$ cat config.mk
export PLATFORM = sky130hd
export DESIGN_NAME = alu_decode
export DESIGN_NICKNAME = d
export VERILOG_FILES = /design/src/rtl/alu_decode.sv
export SDC_FILE = /design/constraint.sdc
export NUM_CORES = 1
export LEC_CHECK = 0
export ABC_AREA = 1
export ABC_CLOCK_PERIOD_IN_PS = 1960
export CORE_ASPECT_RATIO = 0.5
export CORE_UTILIZATION = 50
export DETAILED_ROUTE_END_ITERATION = 12
export PLACE_DENSITY_LB_ADDON = 0.3
export SLEW_MARGIN = 20
export SYNTH_ARGS = -nofsm -noshare
export SYNTH_HDL_FRONTEND = slang
export SYNTH_SLANG_ARGS = --single-unit
export TNS_END_PERCENT = 1
$ cat constraint.sdc
create_clock -name i_clk -period 1.96 [get_ports i_clk]
set_clock_uncertainty 0.05 [all_clocks]
set_input_delay 0.588 -clock i_clk [delete_from_list [all_inputs] [get_ports i_clk]]
set_output_delay 0.588 -clock i_clk [all_outputs]
set_load 0.01 [all_outputs]
$ cat src/rtl/alu_decode.sv
// RV32I ALU-class decoder with a two-entry (output + skid) ready/valid buffer.
// Build option ALU_DECODE_ILLEGAL_EN: pass unsupported opcodes through flagged o_illegal.
module alu_decode (
  input  logic        i_clk,
  input  logic        i_rst,
  input  logic        i_valid,
  output logic        o_ready,
  input  logic [31:0] i_inst,
  input  logic [31:0] i_rs1_data,
  input  logic [31:0] i_rs2_data,
  input  logic        i_flush,
  output logic        o_valid,
  input  logic        i_ready,
  output logic [2:0]  o_opsel,
  output logic        o_sub,
  output logic        o_unsigned,
  output logic        o_arith,
  output logic [31:0] o_op1,
  output logic [31:0] o_op2,
  output logic        o_branch,
  output logic        o_illegal
);

  localparam logic [6:0] OPC_OP     = 7'b0110011;
  localparam logic [6:0] OPC_OP_IMM = 7'b0010011;
  localparam logic [6:0] OPC_BRANCH = 7'b1100011;

  typedef struct packed {
    logic [2:0]  opsel;
    logic        sub;
    logic        uns;
    logic        arith;
    logic        branch;
    logic        illegal;
    logic [31:0] op1;
    logic [31:0] op2;
  } cmd_t;

  cmd_t       dec;
  logic       keep;
  logic [6:0] opcode;
  logic [2:0] funct3;
  logic       unused_inst;

  cmd_t out_q;
  cmd_t skid_q;
  logic out_valid;
  logic skid_valid;
  logic ready_q;
  logic take;
  logic load;
  logic drain;

  assign opcode      = i_inst[6:0];
  assign funct3      = i_inst[14:12];
  assign unused_inst = ^{i_inst[19:15], i_inst[11:7]};

  always_comb begin
    dec  = '0;
    keep = 1'b0;
    case (opcode)
      OPC_OP: begin
        keep      = 1'b1;
        dec.opsel = funct3;
        dec.sub   = (funct3 == 3'b000) && i_inst[30];
        dec.arith = (funct3 == 3'b101) && i_inst[30];
        dec.uns   = (funct3 == 3'b011);
        dec.op1   = i_rs1_data;
        dec.op2   = i_rs2_data;
      end
      OPC_OP_IMM: begin
        keep      = 1'b1;
        dec.opsel = funct3;
        dec.arith = (funct3 == 3'b101) && i_inst[30];
        dec.uns   = (funct3 == 3'b011);
        dec.op1   = i_rs1_data;
        // shifts take only the 5-bit shamt; everything else sign-extends imm[11:0]
        if (funct3 == 3'b001 || funct3 == 3'b101)
          dec.op2 = {27'b0, i_inst[24:20]};
        else
          dec.op2 = {{20{i_inst[31]}}, i_inst[31:20]};
      end
      OPC_BRANCH: begin
        keep       = 1'b1;
        dec.opsel  = 3'b010;
        dec.uns    = funct3[1];
        dec.branch = 1'b1;
        dec.op1    = i_rs1_data;
        dec.op2    = i_rs2_data;
      end
      default: begin
`ifdef ALU_DECODE_ILLEGAL_EN
        keep        = 1'b1;
        dec.illegal = 1'b1;
`else
        keep        = 1'b0;
`endif
      end
    endcase
  end

  // Unsupported opcodes still handshake in; they are just not stored when disabled.
  assign take  = i_valid && ready_q;
  assign load  = take && keep;
  assign drain = out_valid && i_ready;

  always_ff @(posedge i_clk) begin
    if (i_rst) begin
      out_valid  <= 1'b0;
      skid_valid <= 1'b0;
      ready_q    <= 1'b1;
      out_q      <= '0;
      skid_q     <= '0;
    end else if (i_flush) begin
      out_valid  <= 1'b0;
      skid_valid <= 1'b0;
      ready_q    <= 1'b1;
    end else if (skid_valid) begin
      if (drain) begin
        out_q      <= skid_q;
        skid_valid <= 1'b0;
        ready_q    <= 1'b1;
      end
    end else if (!out_valid || drain) begin
      out_valid <= load;
      if (load) out_q <= dec;
    end else if (load) begin
      skid_q     <= dec;
      skid_valid <= 1'b1;
      ready_q    <= 1'b0;
    end
  end

  assign o_ready    = ready_q;
  assign o_valid    = out_valid;
  assign o_opsel    = out_q.opsel;
  assign o_sub      = out_q.sub;
  assign o_unsigned = out_q.uns;
  assign o_arith    = out_q.arith;
  assign o_op1      = out_q.op1;
  assign o_op2      = out_q.op2;
  assign o_branch   = out_q.branch;
  assign o_illegal  = out_q.illegal;

endmodule

==> impl_results.html, run 1 <==
<table>
<tr><th>Metric</th><th>Value</th></tr>
<tr><th colspan="2">Detailed routing</th></tr>
<tr><td>Final ANT Viol Nets</td><td>0</td></tr>
<tr><td>Detailed-router iteration count before antenna repair</td><td>5</td></tr>
<tr><td>Vias</td><td>7792</td></tr>
<tr><td>Avg WL per Cell</td><td>11.9 um</td></tr>
<tr><td>DRT Wirelength</td><td>19.6 mm</td></tr>
<tr><td>Detailed-route DRC error count</td><td>0</td></tr>
<tr><td>Starting DRT DRC Count</td><td>470</td></tr>
<tr><td>Avg Vias per Cell</td><td>4.74</td></tr>
<tr><th colspan="2">Setup path</th></tr>
<tr><td>Required time at the endpoint of the critical path</td><td>1.32 ns</td></tr>
<tr><td>Length in cells of the worst reg-to-reg path</td><td>8</td></tr>
<tr><td>Critical path's top delay family</td><td>buffers and inverters</td></tr>
<tr><td>Crit path arrival time</td><td>1.28 ns</td></tr>
<tr><td>Setup Crit Path Kind</td><td>reg2out</td></tr>
<tr><td>Cell-by-cell listing of the critical path</td><td>clkdlybuf4s50_1</td></tr>
<tr><td>R2R setup slack</td><td>0.23 ns</td></tr>
<tr><td>Capturing element type of the critical path</td><td>output port</td></tr>
<tr><td>CP max FO</td><td>2</td></tr>
<tr><td>Worst R2R Start</td><td>skid_valid$_SDFF_PP0_</td></tr>
<tr><td>Sum of buffers and inverters on the critical path</td><td>1</td></tr>
<tr><td>Worst path depth</td><td>1</td></tr>
<tr><td>Slowest CP cell</td><td>sky130_fd_sc_hd__clkdlybuf4s50_1</td></tr>
<tr><td>Crit-path max cell delay</td><td>0.54 ns</td></tr>
<tr><td>Launching element type of the critical path</td><td>flip-flop</td></tr>
<tr><td>Critical R2R Capture</td><td>o_branch$_SDFFE_PP0P_</td></tr>
<tr><th colspan="2">Synth</th></tr>
<tr><td>Synth Instances</td><td>1263</td></tr>
<tr><td>Net count of the mapped netlist</td><td>1364</td></tr>
<tr><td>Count of flip-flops with a built-in enable after synthesis</td><td>0</td></tr>
<tr><td>Post-synth top area share</td><td>0.393</td></tr>
<tr><td>Post-synth design cell area</td><td>0.00738 mm2</td></tr>
<tr><td>Flip-flop and latch count after synthesis</td><td>145</td></tr>
<tr><td>Top cells by count, synth</td><td>468 x sky130_fd_sc_hd__nand2_1, 264 x sky130_fd_sc_hd__nor2_1, 174 x sky130_fd_sc_hd__inv_1, 145 x sky130_fd_sc_hd__dfxtp_1, 46 x sky130_fd_sc_hd__nand3_1</td></tr>
<tr><td>Average footprint of a synthesized cell</td><td>5.84 um2</td></tr>
<tr><td>Most numerous cell in the Yosys netlist</td><td>sky130_fd_sc_hd__nand2_1</td></tr>
<tr><td>Yosys top cell by area</td><td>sky130_fd_sc_hd__dfxtp_1</td></tr>
<tr><td>Yosys warnings</td><td>0</td></tr>
<tr><td>Async set-or-reset flop fraction in the synthesized netlist</td><td>0</td></tr>
<tr><td>Main synth FF type</td><td>sky130_fd_sc_hd__dfxtp_1</td></tr>
<tr><td>Top cells by area, synth</td><td>sky130_fd_sc_hd__dfxtp_1 39%, sky130_fd_sc_hd__nand2_1 24%, sky130_fd_sc_hd__nor2_1 13%, sky130_fd_sc_hd__inv_1 8.9%, sky130_fd_sc_hd__nand3_1 3.1%</td></tr>
<tr><td>Distinct cells, synth</td><td>22</td></tr>
<tr><td>Seq/Total Area, Yosys</td><td>0.393</td></tr>
<tr><th colspan="2">Global routing</th></tr>
<tr><td>Met1 track demand over resource</td><td>0.302</td></tr>
<tr><td>Number of global-route vias before repair</td><td>7211</td></tr>
<tr><td>Initial antenna violation count</td><td>0</td></tr>
<tr><td>Maximum number of pins on one net before global-route repair</td><td>59</td></tr>
<tr><td>Routing usage on met2</td><td>0.470</td></tr>
<tr><td>Met3 Resource Use GR</td><td>0.0582</td></tr>
<tr><td>Overall overflow remaining after global route</td><td>0</td></tr>
<tr><td>First-pass GRT wire length</td><td>31.8 mm</td></tr>
<tr><td>Global router's overall resource usage</td><td>0.255</td></tr>
<tr><td>Layer with the highest usage after global routing</td><td>met2</td></tr>
<tr><th colspan="2">Placement</th></tr>
<tr><td>Placer Congestion</td><td>0.802</td></tr>
<tr><td>Detailed Place HPWL</td><td>12.4 mm</td></tr>
<tr><td>Cell count after placement</td><td>1609</td></tr>
<tr><td>Port buffer count</td><td>163</td></tr>
<tr><th colspan="2">STA</th></tr>
<tr><td>Worst-Margin Slew</td><td>0.530 ns</td></tr>
<tr><td>Number of pins with negative max-slew slack in the final report</td><td>0</td></tr>
<tr><td>Hold Vio Cnt, Final</td><td>0</td></tr>
<tr><td>Period Utilization, post-route</td><td>0.979</td></tr>
<tr><td>RSZ-0062 raised after global routing</td><td>yes</td></tr>
<tr><td>Minimum clock period</td><td>1.92 ns</td></tr>
<tr><td>Tightest slew margin relative to the limit</td><td>0.647</td></tr>
<tr><td>Final setup violation count</td><td>0</td></tr>
<tr><td>Fmax</td><td>521 MHz</td></tr>
<tr><th colspan="2">Floorplanning</th></tr>
<tr><td>Die extent in x</td><td>174 um</td></tr>
<tr><td>Die Area</td><td>0.0153 mm2</td></tr>
<tr><td>Starting utilization of the core area</td><td>0.528</td></tr>
<tr><td>Number of placement rows</td><td>30</td></tr>
<tr><td>Chip Height</td><td>87.9 um</td></tr>
<tr><td>I/O pin total</td><td>175</td></tr>
<tr><td>Area of the core</td><td>0.0140 mm2</td></tr>
<tr><th colspan="2">Clock tree</th></tr>
<tr><td>Total CTS buffers</td><td>17</td></tr>
<tr><td>Number of sinks driven by the clock tree</td><td>145</td></tr>
<tr><td>Cts-stage hold buffer count</td><td>0</td></tr>
<tr><td>Total setup buffers inserted after CTS</td><td>0</td></tr>
<tr><td>CTS max path bufs</td><td>2</td></tr>
<tr><td>Htree depth</td><td>4</td></tr>
<tr><td>Later-pin clock latency in the skew report</td><td>0.41 ns</td></tr>
<tr><td>Clock-pin slew of the registers on the worst-case setup and hold paths</td><td>0.07 ns</td></tr>
<tr><td>TritonCTS clock tree</td><td>done</td></tr>
<tr><td>Root Buffer Master</td><td>sky130_fd_sc_hd__clkbuf_16</td></tr>
<tr><th colspan="2">Final layout</th></tr>
<tr><td>Total number of nets in the final design</td><td>1540</td></tr>
<tr><td>Final core occ</td><td>0.748</td></tr>
<tr><td>Fraction of final layout cells with drive strength greater than 1</td><td>0.0855</td></tr>
<tr><td>Area growth from synthesis to layout</td><td>41.5%</td></tr>
<tr><td>Count of antenna diodes in the layout</td><td>0</td></tr>
<tr><td>Final instance count without filler cells</td><td>1643</td></tr>
<tr><th colspan="2">Power</th></tr>
<tr><td>Worst-case vdd ir drop</td><td>660 uV</td></tr>
<tr><td>Share of total power in the clock network</td><td>0.512</td></tr>
<tr><td>Switch share</td><td>0.213</td></tr>
<tr><td>Switching Power</td><td>1.48 mW</td></tr>
<tr><td>Combinational Power Share</td><td>0.060</td></tr>
<tr><td>Sequential cell fraction of total power</td><td>0.427</td></tr>
<tr><td>Total power of the final layout</td><td>6.93 mW</td></tr>
<tr><td>Static Leakage</td><td>6.38 nW</td></tr>
<tr><td>Cell-internal power</td><td>5.45 mW</td></tr>
<tr><td>Pwr dens</td><td>664 mW/mm2</td></tr>
<tr><th colspan="2">Hold path</th></tr>
<tr><td>Worst hold path type</td><td>reg2reg</td></tr>
<tr><td>Worst Hold Endpoint</td><td>o_op2[17]$_SDFFE_PP0P_</td></tr>
<tr><td>Hold Path Depth</td><td>4</td></tr>
<tr><td>Beginning of the worst hold path</td><td>o_op2[17]$_SDFFE_PP0P_</td></tr>
<tr><th colspan="2">Outcome</th></tr>
<tr><td>Result of the run</td><td>completed</td></tr>
<tr><th colspan="2">Run</th></tr>
<tr><td>Number of maximum-capacitance constraint violations</td><td>0</td></tr>
</table>
==> worst reg2reg max path, delay by kind of cell, from the launching register on <==
family                 cells  cell delay [ns]
buffers and inverters      3             0.68
AND/OR/NAND/NOR            5             0.56
flip-flops                 1             0.33
==> registers in the layout, indices dropped and copies added, names as in the netlist <==
register,count
skid_q,71
o_op1,32
o_op2,32
o_opsel,3
o_arith,1
o_branch,1
o_ready,1
o_sub,1
o_unsigned,1
o_valid,1
skid_valid,1
==> kinds of logic after synthesis <==
family,synth area share
compound gates,0.0546
buf+inv,0.139
flops,0.393
simple gates,0.412
other cells,0.000508
==> repair_timing <==
item,in CTS,in global routing
setup endpoints to repair,158,149
gates cloned,1,2
pin swaps,6,2
gates resized for setup,42,53
==> cells in the final DEF (no fill, tap or decap), drive strengths merged, types with 5 or more instances in the layout <==
master,synthesis,layout
a21oi,31,31
buf,40,66
bufinv,0,5
clkbuf,34,20
clkdlybuf4s50,0,98
dfxtp,145,145
dlygate4sd2,0,24
dlymetal6s2s,0,41
inv,176,176
nand2,471,472
nand3,47,47
nor2,265,265
o21ai,48,48
==> how the worst max path moves through the flow <==
stage                           start  slack [ns]                 endpoint
6_report       o_op2[24]$_SDFFE_PP0P_        0.04                o_op2[24]
5_1_grt                     i_inst[6]       -0.07    o_branch$_SDFFE_PP0P_
4_1_cts         o_op1[0]$_SDFFE_PP0P_      0.0005                 o_op1[0]
3_5_place_dp                i_inst[1]       -0.64  skid_q[55]$_SDFFE_PP0P_
3_3_place_gp                i_inst[5]       -0.57  skid_q[56]$_SDFFE_PP0P_
2_1_floorplan               i_inst[2]        0.12  skid_q[54]$_SDFFE_PP0P_
==> layer usage <==
layer / wire length [um] / vias up
li1: - / 4057
met1: 8770 / 3504
met2: 9640 / 208
met3: 975 / 23
met4: 211 / 0
met5: 0 / -
==> area by class of cell <==
type | instances | area [um2]
inverters | 176 | 668
repair buffers | 230 | 2440
fillers | 1111 | 3520
clock inverters | 12 | 208
clock buffers | 19 | 433
well taps | 192 | 240
flip-flops and latches | 145 | 2900
multi-input cells | 869 | 3540
==> through the flow <==
step                      TNS [ns]  worst slack [ns]  hold WS, ns  area [um2]
after detailed placement    -75.33            -0.637        0.449        9570
after global routing        -0.151           -0.0671        0.492       10400
after floorplan                  0             0.124        0.437        7380
after global placement      -69.64            -0.570        0.447        9570
after CTS                        0          0.000484        0.460       10300
final                            0            0.0419        0.457       10400
==> power groups by stage <==
stage	clock, mW	sequential, mW	combinational [mW]
2_1_floorplan	0	3.03	0.114
3_3_place_gp	0	3.03	0.405
3_5_place_dp	0	3.03	0.409
4_1_cts	3.59	2.96	0.412
5_1_grt	3.75	2.96	0.450
6_report	3.55	2.96	0.417
(Power assumes the default switching activity.)
==> run 2: changes to the inputs <==
Settings changed: GPL_TIMING_DRIVEN from default to 0.
==> run 2 against run 1 <==
The run now ends with negative setup slack left. Global-route usage up 4.3 points. Non-clock buffer count up 22. Core utilization up 0.88 points. Combinational power about the same. Largest cell class unchanged.
==> impl_results.html, run 2 (synthesis gave the netlist of run 1 again) <==
<table>
<tr><th>Metric</th><th>Value</th></tr>
<tr><th colspan="2">Floorplanning</th></tr>
<tr><td>Area of the core</td><td>0.0140 mm2 (unchanged)</td></tr>
<tr><td>I/O pin total</td><td>175 (unchanged)</td></tr>
<tr><td>Die Area</td><td>0.0153 mm2 (unchanged)</td></tr>
<tr><td>Starting utilization of the core area</td><td>0.528 (unchanged)</td></tr>
<tr><td>Chip Height</td><td>87.9 um (unchanged)</td></tr>
<tr><td>Number of placement rows</td><td>30 (unchanged)</td></tr>
<tr><td>Die extent in x</td><td>174 um (unchanged)</td></tr>
<tr><th colspan="2">Final layout</th></tr>
<tr><td>Commonest cells after routing, fill and taps aside</td><td>457 x sky130_fd_sc_hd__nand2_1, 218 x sky130_fd_sc_hd__nor2_1, 170 x sky130_fd_sc_hd__inv_1</td></tr>
<tr><td>Fraction of final layout cells with drive strength greater than 1</td><td>0.122 (+0.0367)</td></tr>
<tr><td>Register bank with the most flops</td><td>skid_q</td></tr>
<tr><td>Total number of nets in the final design</td><td>1561 (+1.4%)</td></tr>
<tr><td>Final-layout fill cell count</td><td>1087 (-2.2%)</td></tr>
<tr><td>Most common cell after layout, fill and taps aside</td><td>sky130_fd_sc_hd__nand2_1</td></tr>
<tr><td>Area growth from synthesis to layout</td><td>43.2%</td></tr>
<tr><td>Area used by sequential logic in the layout</td><td>0.00290 mm2 (about the same)</td></tr>
<tr><td>Area of combinational cells with multiple inputs</td><td>0.00373 mm2 (+5.4%)</td></tr>
<tr><td>Flip-flop count of the largest register after layout</td><td>71 (unchanged)</td></tr>
<tr><th colspan="2">Clock tree</th></tr>
<tr><td>CTS max path bufs</td><td>2 (unchanged)</td></tr>
<tr><td>Number of sinks driven by the clock tree</td><td>145 (unchanged)</td></tr>
<tr><td>Root Buffer Master</td><td>sky130_fd_sc_hd__clkbuf_16</td></tr>
<tr><td>Htree depth</td><td>4 (unchanged)</td></tr>
<tr><td>TritonCTS clock tree</td><td>done</td></tr>
<tr><td>Later-pin clock latency in the skew report</td><td>0.43 ns (+0.02 ns)</td></tr>
<tr><td>Clock-pin slew of the registers on the worst-case setup and hold paths</td><td>0.06 ns (about the same)</td></tr>
<tr><td>Cts-stage hold buffer count</td><td>0 (unchanged)</td></tr>
<tr><td>Total CTS buffers</td><td>17 (unchanged)</td></tr>
<tr><th colspan="2">Setup path</th></tr>
<tr><td>Sum of buffers and inverters on the critical path</td><td>6 (+5)</td></tr>
<tr><td>Worst path depth</td><td>13 (+12)</td></tr>
<tr><td>Launching element type of the critical path</td><td>primary input</td></tr>
<tr><td>Crit path arrival time</td><td>2.25 ns (+0.97 ns)</td></tr>
<tr><td>Cell-by-cell listing of the critical path</td><td>dlygate4sd2_1 -&gt; nor2_1 -&gt; nand2_1 -&gt; inv_2 -&gt; nand2_4 -&gt; nand3_4 -&gt; buf_12 -&gt; nand4_4 -&gt; buf_6 -&gt; buf_8 -&gt; buf_8 -&gt; o21ai_2 -&gt; nor2_1</td></tr>
<tr><td>Required time at the endpoint of the critical path</td><td>2.23 ns (+0.91 ns)</td></tr>
<tr><td>Slowest CP cell</td><td>sky130_fd_sc_hd__dlygate4sd2_1</td></tr>
<tr><td>Critical path's top delay family</td><td>buffers and inverters</td></tr>
<tr><td>Capturing element type of the critical path</td><td>flip-flop</td></tr>
<tr><td>Setup Crit Path Kind</td><td>in2reg</td></tr>
<tr><td>CP max FO</td><td>6 (+4)</td></tr>
<tr><td>Length in cells of the worst reg-to-reg path</td><td>7 (-1)</td></tr>
<tr><td>Crit-path max cell delay</td><td>0.26 ns (-0.28 ns)</td></tr>
<tr><th colspan="2">Placement</th></tr>
<tr><td>Detailed Place HPWL</td><td>15.2 mm (+22%)</td></tr>
<tr><td>Placer Congestion</td><td>0.904 (+13%)</td></tr>
<tr><td>Port buffer count</td><td>163 (unchanged)</td></tr>
<tr><th colspan="2">Detailed routing</th></tr>
<tr><td>Vias</td><td>8365 (+7.4%)</td></tr>
<tr><td>Starting DRT DRC Count</td><td>843 (+79%)</td></tr>
<tr><td>Detailed-route DRC error count</td><td>0 (unchanged)</td></tr>
<tr><td>Final ANT Viol Nets</td><td>0 (unchanged)</td></tr>
<tr><td>Avg WL per Cell</td><td>13.6 um (+14%)</td></tr>
<tr><td>Avg Vias per Cell</td><td>5.02 (+5.9%)</td></tr>
<tr><td>Detailed-router iteration count before antenna repair</td><td>6 (+1)</td></tr>
<tr><td>DRT Wirelength</td><td>22.7 mm (+16%)</td></tr>
<tr><th colspan="2">Power</th></tr>
<tr><td>Share of total power in the clock network</td><td>0.514 (+0.002)</td></tr>
<tr><td>Cell-internal power</td><td>5.42 mW (-0.71%)</td></tr>
<tr><td>Worst-case vdd ir drop</td><td>645 uV (-2.3%)</td></tr>
<tr><td>Static Leakage</td><td>6.47 nW (+1.4%)</td></tr>
<tr><td>Pwr dens</td><td>659 mW/mm2 (-0.76%)</td></tr>
<tr><td>Switch share</td><td>0.222 (+0.00878)</td></tr>
<tr><td>Switching Power</td><td>1.54 mW (+4.6%)</td></tr>
<tr><td>Sequential cell fraction of total power</td><td>0.426 (about the same)</td></tr>
<tr><td>Combinational Power Share</td><td>0.060 (about the same)</td></tr>
<tr><td>Total power of the final layout</td><td>6.96 mW (+0.41%)</td></tr>
<tr><th colspan="2">Hold path</th></tr>
<tr><td>Worst hold path type</td><td>in2reg</td></tr>
<tr><td>Hold Path Depth</td><td>3 (-1)</td></tr>
<tr><th colspan="2">Global routing</th></tr>
<tr><td>First-pass GRT wire length</td><td>35.9 mm (+13%)</td></tr>
<tr><td>Maximum number of pins on one net before global-route repair</td><td>17 (-71%)</td></tr>
<tr><td>Number of global-route vias before repair</td><td>7777 (+7.8%)</td></tr>
<tr><td>Global router's overall resource usage</td><td>0.298 (+0.0430)</td></tr>
<tr><td>Initial antenna violation count</td><td>0 (unchanged)</td></tr>
<tr><td>Overall overflow remaining after global route</td><td>0 (unchanged)</td></tr>
<tr><th colspan="2">Outcome</th></tr>
<tr><td>Violations in the final reports</td><td>negative setup slack</td></tr>
<tr><td>Result of the run</td><td>finished, violations left</td></tr>
<tr><th colspan="2">STA</th></tr>
<tr><td>Fmax</td><td>506 MHz (-2.9%)</td></tr>
<tr><td>Worst-Margin Slew</td><td>0.696 ns (+0.166 ns)</td></tr>
<tr><td>RSZ-0062 raised after global routing</td><td>yes</td></tr>
<tr><td>Slack of the critical path</td><td>-0.0154 ns (-0.0573 ns)</td></tr>
<tr><td>Setup TNS after final layout</td><td>-0.0154 ns (-0.0154 ns)</td></tr>
<tr><td>Number of pins with negative max-slew slack in the final report</td><td>0 (unchanged)</td></tr>
<tr><td>Hold Vio Cnt, Final</td><td>0 (unchanged)</td></tr>
<tr><td>Final setup violation count</td><td>1 (+1)</td></tr>
<tr><td>Tightest slew margin relative to the limit</td><td>0.536 (-0.111)</td></tr>
<tr><td>Period Utilization, post-route</td><td>1.01 (+0.0292)</td></tr>
<tr><td>Tightest hold margin</td><td>0.461 ns (+0.00319 ns)</td></tr>
<tr><td>Minimum clock period</td><td>1.98 ns (+0.0573 ns)</td></tr>
<tr><th colspan="2">Run</th></tr>
<tr><td>Number of maximum-capacitance constraint violations</td><td>0 (unchanged)</td></tr>
</table>
run 2: worst reg2reg max path, stage by stage, from the launching register on:
cell and delay [ns]:
sky130_fd_sc_hd__dfxtp_1 0.29, sky130_fd_sc_hd__buf_2 0.17, sky130_fd_sc_hd__inv_2 0.18, sky130_fd_sc_hd__buf_2 0.30
sky130_fd_sc_hd__buf_1 0.49, sky130_fd_sc_hd__a21oi_1 0.19, sky130_fd_sc_hd__nor2_2 0.10, sky130_fd_sc_hd__nor2_1 0.05
run 2: final cells by class:
type,instances,share of cell area
buffer,72,0.0426
tap,192,0.0227
inverter,176,0.0625
clock inverter,11,0.0166
sequential,145,0.275
timing repair buffer,180,0.182
multi-input combinational,868,0.354
clock buffer,21,0.0445
antenna,1,0.000237
run 2: what timing repair did:
| item | CTS | global route |
|---|---|---|
| gates cloned | 2 | 0 |
| setup endpoints to repair | 150 | 192 |
| pin swaps | 11 | 15 |
| setup buffers | 12 | 3 |
| resized for setup | 76 | 146 |
run 2: power by group through the flow:
stage / sequential, mW / combinational, mW / clock, mW
2_1_floorplan: 3.03 / 0.114 / 0
3_3_place_gp: 3.03 / 0.380 / 0
3_5_place_dp: 3.03 / 0.384 / 0
4_1_cts: 2.96 / 0.400 / 3.57
5_1_grt: 2.96 / 0.449 / 3.73
6_report: 2.96 / 0.419 / 3.58
run 2: per-stage QoR:
stage               instances  instance area, um2   util  worst slack [ns]
global route             1665               10600  0.756            -0.102
global placement         1618                9250  0.662            -0.905
floorplan                1263                7380      -             0.124
detailed placement       1618                9250  0.662            -0.929
CTS                      1663               10200  0.730           -0.0647
finish                   1666               10600  0.757           -0.0154
run 2: worst paths after layout:
kind	start	end	slack [ns]
setup reg to reg	skid_valid$_SDFF_PP0_	o_arith$_SDFFE_PP0P_	0.04
setup / recovery	i_inst[5]	skid_q[35]$_SDFFE_PP0P_	-0.02
hold / removal	i_ready	o_ready$_SDFFE_PP1P_	0.46
hold reg to reg	o_op1[6]$_SDFFE_PP0P_	o_op1[6]$_SDFFE_PP0P_	0.46
run 2: metal layers:
layer	routed length [um]	up-vias	global-route usage
met5	0	-	0
met4	443	0	0.128
met3	1910	53	0.0608
met2	10600	375	0.510
met1	9820	3829	0.371
li1	-	4108	-
